File: src/rtl/nexys_starship_ssd_decoder.sv
// Seven-segment receive decoder: recovers the lit digit and its hex glyph from
// the multiplexed anode/cathode lines and keeps per-digit result registers.
module nexys_starship_ssd_decoder #(
  parameter int unsigned STABLE_CYCLES = 16,
  parameter int unsigned CNT_W         = 5
) (
  input  logic        Clk,
  input  logic        Reset,
  input  logic [7:0]  An,
  input  logic [7:0]  Cath,
  input  logic        clr,
  output logic [31:0] digit_hex,
  output logic [7:0]  digit_valid,
  output logic [7:0]  digit_err,
  output logic [7:0]  digit_dp,
  output logic        update_pulse,
  output logic [2:0]  upd_idx
);

  typedef enum logic [1:0] {
    IDLE     = 2'd0,
    SETTLE   = 2'd1,
    CAPTURED = 2'd2
  } state_t;

  localparam logic [CNT_W-1:0] CAP_AT = CNT_W'(STABLE_CYCLES - 1);
  localparam logic [6:0]       BLANK  = 7'b1111111;

  state_t           state, state_nxt;
  logic [CNT_W-1:0] count, count_nxt;
  logic [7:0]       s_an, s_cath;
  logic [7:0]       lat_an, lat_cath;
  logic [2:0]       lat_idx;
  logic             relatch, capture;

  logic             s_single;
  logic [2:0]       s_idx;
  logic [7:0]       s_sel;
  logic             s_same;

  logic [3:0]       dec_hex;
  logic             dec_legal;
  logic [3:0]       n_hex;
  logic             n_valid, n_err, n_dp;
  logic             differs;

  // Register the raw pins once; every decision below looks only at this copy.
  always_ff @(posedge Clk or negedge Reset) begin
    if (!Reset) begin
      s_an   <= '0;
      s_cath <= '0;
    end else begin
      s_an   <= An;
      s_cath <= Cath;
    end
  end

  // Single-anode detection and index of the selected digit.
  always_comb begin
    s_sel    = ~s_an;
    s_single = (s_sel != 8'h00) && ((s_sel & (s_sel - 8'h01)) == 8'h00);
    s_idx    = '0;
    for (int unsigned i = 0; i < 8; i++) begin
      if (s_sel[i]) s_idx = 3'(i);
    end
    s_same   = (s_an == lat_an) && (s_cath == lat_cath);
  end

  // Dwell tracking: next state, stability count, relatch and capture strobes.
  always_comb begin
    state_nxt = state;
    count_nxt = count;
    relatch   = 1'b0;
    capture   = 1'b0;
    case (state)
      IDLE: begin
        if (s_single) begin
          state_nxt = SETTLE;
          count_nxt = CNT_W'(1);
          relatch   = 1'b1;
        end
      end
      SETTLE, CAPTURED: begin
        if (s_same) begin
          if (state == SETTLE) begin
            if (count != '1) count_nxt = count + 1'b1;
            if (count == CAP_AT) begin
              capture   = 1'b1;
              state_nxt = CAPTURED;
            end
          end
        end else if (s_single) begin
          state_nxt = SETTLE;
          count_nxt = CNT_W'(1);
          relatch   = 1'b1;
        end else begin
          state_nxt = IDLE;
          count_nxt = '0;
        end
      end
      default: begin
        state_nxt = IDLE;
        count_nxt = '0;
      end
    endcase
  end

  // FSM state, counter and latched candidate pattern.
  always_ff @(posedge Clk or negedge Reset) begin
    if (!Reset) begin
      state    <= IDLE;
      count    <= '0;
      lat_an   <= '0;
      lat_cath <= '0;
      lat_idx  <= '0;
    end else begin
      state <= state_nxt;
      count <= count_nxt;
      if (relatch) begin
        lat_an   <= s_an;
        lat_cath <= s_cath;
        lat_idx  <= s_idx;
      end
    end
  end

  // Glyph decode of the latched segments {a..g}, active-low.
  always_comb begin
    dec_hex   = '0;
    dec_legal = 1'b1;
    case (lat_cath[7:1])
      7'b0000001: dec_hex = 4'h0;
      7'b1001111: dec_hex = 4'h1;
      7'b0010010: dec_hex = 4'h2;
      7'b0000110: dec_hex = 4'h3;
      7'b1001100: dec_hex = 4'h4;
      7'b0100100: dec_hex = 4'h5;
      7'b0100000: dec_hex = 4'h6;
      7'b0001111: dec_hex = 4'h7;
      7'b0000000: dec_hex = 4'h8;
      7'b0000100: dec_hex = 4'h9;
      7'b0001000: dec_hex = 4'hA;
      7'b1100000: dec_hex = 4'hB;
      7'b0110001: dec_hex = 4'hC;
      7'b1000010: dec_hex = 4'hD;
      7'b0110000: dec_hex = 4'hE;
      7'b0111000: dec_hex = 4'hF;
      default:    dec_legal = 1'b0;
    endcase
    n_hex   = dec_legal ? dec_hex : 4'h0;
    n_valid = dec_legal;
    n_err   = !dec_legal && (lat_cath[7:1] != BLANK);
    n_dp    = ~lat_cath[0];
    differs = (n_hex   != digit_hex[{lat_idx, 2'b00} +: 4]) ||
              (n_valid != digit_valid[lat_idx]) ||
              (n_err   != digit_err[lat_idx]) ||
              (n_dp    != digit_dp[lat_idx]);
  end

  // Per-digit result registers; clr overrides a same-edge capture.
  always_ff @(posedge Clk or negedge Reset) begin
    if (!Reset) begin
      digit_hex    <= '0;
      digit_valid  <= '0;
      digit_err    <= '0;
      digit_dp     <= '0;
      update_pulse <= 1'b0;
      upd_idx      <= '0;
    end else begin
      update_pulse <= 1'b0;
      if (clr) begin
        digit_hex   <= '0;
        digit_valid <= '0;
        digit_err   <= '0;
        digit_dp    <= '0;
      end else if (capture && differs) begin
        digit_hex[{lat_idx, 2'b00} +: 4] <= n_hex;
        digit_valid[lat_idx]             <= n_valid;
        digit_err[lat_idx]               <= n_err;
        digit_dp[lat_idx]                <= n_dp;
        update_pulse                     <= 1'b1;
        upd_idx                          <= lat_idx;
      end
    end
  end

endmodule

File: config.mk
export PLATFORM = sky130hd
export DESIGN_NAME = nexys_starship_ssd_decoder
export DESIGN_NICKNAME = d
export VERILOG_FILES = /design/src/rtl/nexys_starship_ssd_decoder.sv
export SDC_FILE = /design/constraint.sdc
export NUM_CORES = 1
export LEC_CHECK = 0
export ABC_AREA = 1
export BUFFER_PORTS_ARGS = -buffer_cell sky130_fd_sc_hd__buf_2
export CORE_AREA = 3 3 137 139
export CTS_CLUSTER_SIZE = 30
export DETAILED_ROUTE_END_ITERATION = 16
export DIE_AREA = 0 0 140 142
export PLACE_DENSITY = 0.62
export SYNTH_ARGS = -nofsm -noshare
export SYNTH_HDL_FRONTEND = slang
export SYNTH_SLANG_ARGS = --single-unit
export TNS_END_PERCENT = 50
File: constraint.sdc
create_clock -name Clk -period 8.5 [get_ports Clk]
set_clock_uncertainty 0.2 [all_clocks]
set_input_delay 0.85 -clock Clk [delete_from_list [all_inputs] [get_ports Clk]]
set_output_delay 0.85 -clock Clk [all_outputs]
set_load 0.02 [all_outputs]
==> results.md <==
* Placed wire-length estimate after detailed placement at 12400 um
* Num CTS Buffers at 9
* Global-route wire length before repair at approximately 28000 um
* Max Buffers Root-to-Sink at 2
* YS warnings at 0
* Count of flip-flops with a built-in enable after synthesis at 0
* Tightest Pin Transition at a little under 1 ns
* Dominant register cell in the synthesized netlist: dfrtp_1
* Final Max Slew Viols at 0
* Required time of the critical path at 8.60 ns
* Row count at 49
* Total of max-cap violations at 0
* Count of port buffers added during placement at just under 80
* Antenna viol nets, final at 0
* CTS sink cnt at 102
* R2R depth at 9
* Type of element launching the critical path: register
* Clock tree from TritonCTS: built
* Grt peak-use layer: met2
* Headroom to the max-slew limit at 0.339
* Termination of the worst setup path: digit_hex[19]
* Proportion of register bits with asynchronous set or reset after synthesis at 1.00
* Hold Buf Count CTS at 0
* Worst setup path class: reg -> reg
* Critical register-to-register path startpoint: lat_idx[1]
* Post-CTS setup repair buffer count at 0
* Detailed Route Iter0 Violations at approximately 620
* Final hold vios at 0
* Final TNS setup at 0 ns
* Area of the placeable core at roughly 18000 um^2
* Reg-to-reg critical path endpoint: digit_hex[19]
* Worst setup slack for register-to-register paths at ~5.0 ns
* Fillcell total at approximately 1900
* Number of antenna violations at the first check in global routing at 0
* Net total in the final layout at between 900 and 1000
* Overall routing resource usage at 0.173
* Mapped Area at between 6000 and 7000 um^2
* Share of the yosys chip area belonging to registers at 0.414
* Start point of the critical path: lat_idx[1]
* Pin count of the biggest net entering global routing at 66
* Cell types occupying the most area after synthesis: dfrtp_1 41%, nand2_1 15%, nand3_1 9.0%, nor2_1 6.6%, inv_1 4.1%
* Met2 routing resource usage after global routing at 0.273
* Total wire length at between 15000 and 20000 um
* I/O Pins at between 70 and 80
* Clk pin slew, worst setup/hold paths at approximately 0.070 ns
* Count of state elements after synthesis at 102
* Status: finished, final reports clean
* Fmax at 289 MHz
* Average footprint of a synthesized cell at between 7 and 8 um^2
* Total power density per cell area at around 240 nW/um^2
* Setup violation total in the final timing report at 0
* Initial Util at 0.347
* Leading cell type by number of instances after synthesis: nand2_1
* Share of Yosys cell area claimed by the top area cell type at 0.414
* CTS resizes at 0
* Die width at 140 um
* IR drop worst, VDD at 0.000145 V
* RSZ-0062 raised after global routing: false
* Root buffer cell: clkbuf_16
* Critical Path AT at approximately 3.6 ns
* Antenna diode instance count at 0
* Die Footprint at 19900 um^2
* Final GP Congestion at between 0.8 and 0.9
* Total number of vias at ~5700
* Vias in the first global route at between 5000 and 6000
* Routed wirelength normalized by instance count at between 10 and 15 um
* Crit share post-route at 0.407
* Type of the most critical hold path: in -> async
* Overflow after GRT at 0
* Area added between synthesis and finish at 13.4%
* Post-layout minimum cycle time at ~3.5 ns
* Post-synthesis net count at a little under 900
* Grt met3 use at 0.0363
* Vias per cell at just under 5
* Die height at between 100 and 150 um
* Post-route DRC at 0
* Leak pwr at between 3 and 4 nW
* Synth cell count leaders: 240 x nand2_1, 111 x nand3_1, 109 x nor2_1
* Number of detailed-routing iterations run before antenna repair at 7
* Met1 demand-to-capacity share in global routing at 0.240
* Unique masters post-synth at 36
* Number of cells produced by synthesis at about 860
* Critical Path End Type: register
* Source-to-sink clock delay at the later pin of the worst-skew pair at approximately 0.36 ns
* Critical Path Fanout Max at 19
* Cell type with the highest aggregate area in the netlist: dfrtp_1
* Share of post-route cells with drive strength above 1 at 0.159
* H-Tree Depth at 3
* Overall power after layout at between 1.5 and 2 mW
## layer usage
metal	wire length, um	vias up
li1	-	2891
met1	7840	2611
met2	7530	182
met3	927	19
met4	302	0
met5	0	-
## worst min path at each step
stage	slack, ns	to	start
floorplan	0.27	lat_an[5]	lat_an[5]
global placement	0.28	lat_cath[0]	s_cath[0]
detailed placement	0.29	upd_idx[0]	upd_idx[0]
CTS	0.29	digit_hex[12]	Reset
global route	0.32	digit_hex[12]	Reset
finish	0.27	digit_hex[12]	Reset
## cell usage in the layout (no fill, tap or decap), types with 10 or more instances in the layout
cell type,n
o21ai_0,49
inv_2,10
inv_1,66
ha_1,11
nand3_2,11
nor3_1,29
dfrtp_1,102
nor4_1,11
nor2_1,109
nand4_1,10
nand3_1,111
nand2_1,240
xnor2_1,13
buf_2,77
## where the power goes
part	switching [mW]	total, mW	leakage (nW)	internal, mW
clock network	0.182	0.440	0.150	0.258
logic	0.442	0.627	2.18	0.185
registers	0.0607	0.587	1.37	0.526
## state kept, by name, summed over array words and instances (netlist names)
signal	cells
upd_idx	3
lat_cath	8
s_cath	8
s_an	8
lat_idx	3
digit_dp	8
update_pulse	1
lat_an	8
count	5
digit_err	8
digit_hex	32
digit_valid	8
state	2
## area by class of cell
class | count | area (um^2) | share of cell area
clock buffers | 10 | 229 | 0.0327
clock inverters | 5 | 83.8 | 0.0120
inverters | 77 | 289 | 0.0413
multi-input cells | 643 | 3130 | 0.448
flip-flops and latches | 102 | 2550 | 0.365
well taps | 229 | 287 | 0.0410
repair buffers | 82 | 423 | 0.0605
## through the flow
stage	hold WS [ns]	worst slack, ns	cell area, um^2	std cells	utilization
after detailed placement	0.289	5.12	6680	1133	0.376
after CTS	0.289	5.11	6990	1148	0.393
final	0.269	5.04	6990	1148	0.393
after floorplan	0.272	5.79	6170	859	-
after global routing	0.319	4.64	6990	1148	0.393
after global placement	0.281	5.23	6680	1133	0.376
## kinds of logic (layout without fill, tap and decap cells)
group	count (synthesis)	after routing	share of synthesized area
flops	102	102	0.414
compound gates	66	66	0.0562
fa+ha+maj	11	11	0.0223
simple gates	551	551	0.408
xor+xnor	15	15	0.0213
buf+inv	114	174	0.0789
## worst max-delay path, stage by stage (launching register included)
cell	delay, ns
dfrtp_1	0.72
inv_1	0.40
ha_1	0.30
ha_1	0.47
inv_1	0.22
nor4_1	0.56
nand2_1	0.14
nor2_1	0.24
nand2_1	0.08
nand2_1	0.07
Power figures use the tool's default switching activity.
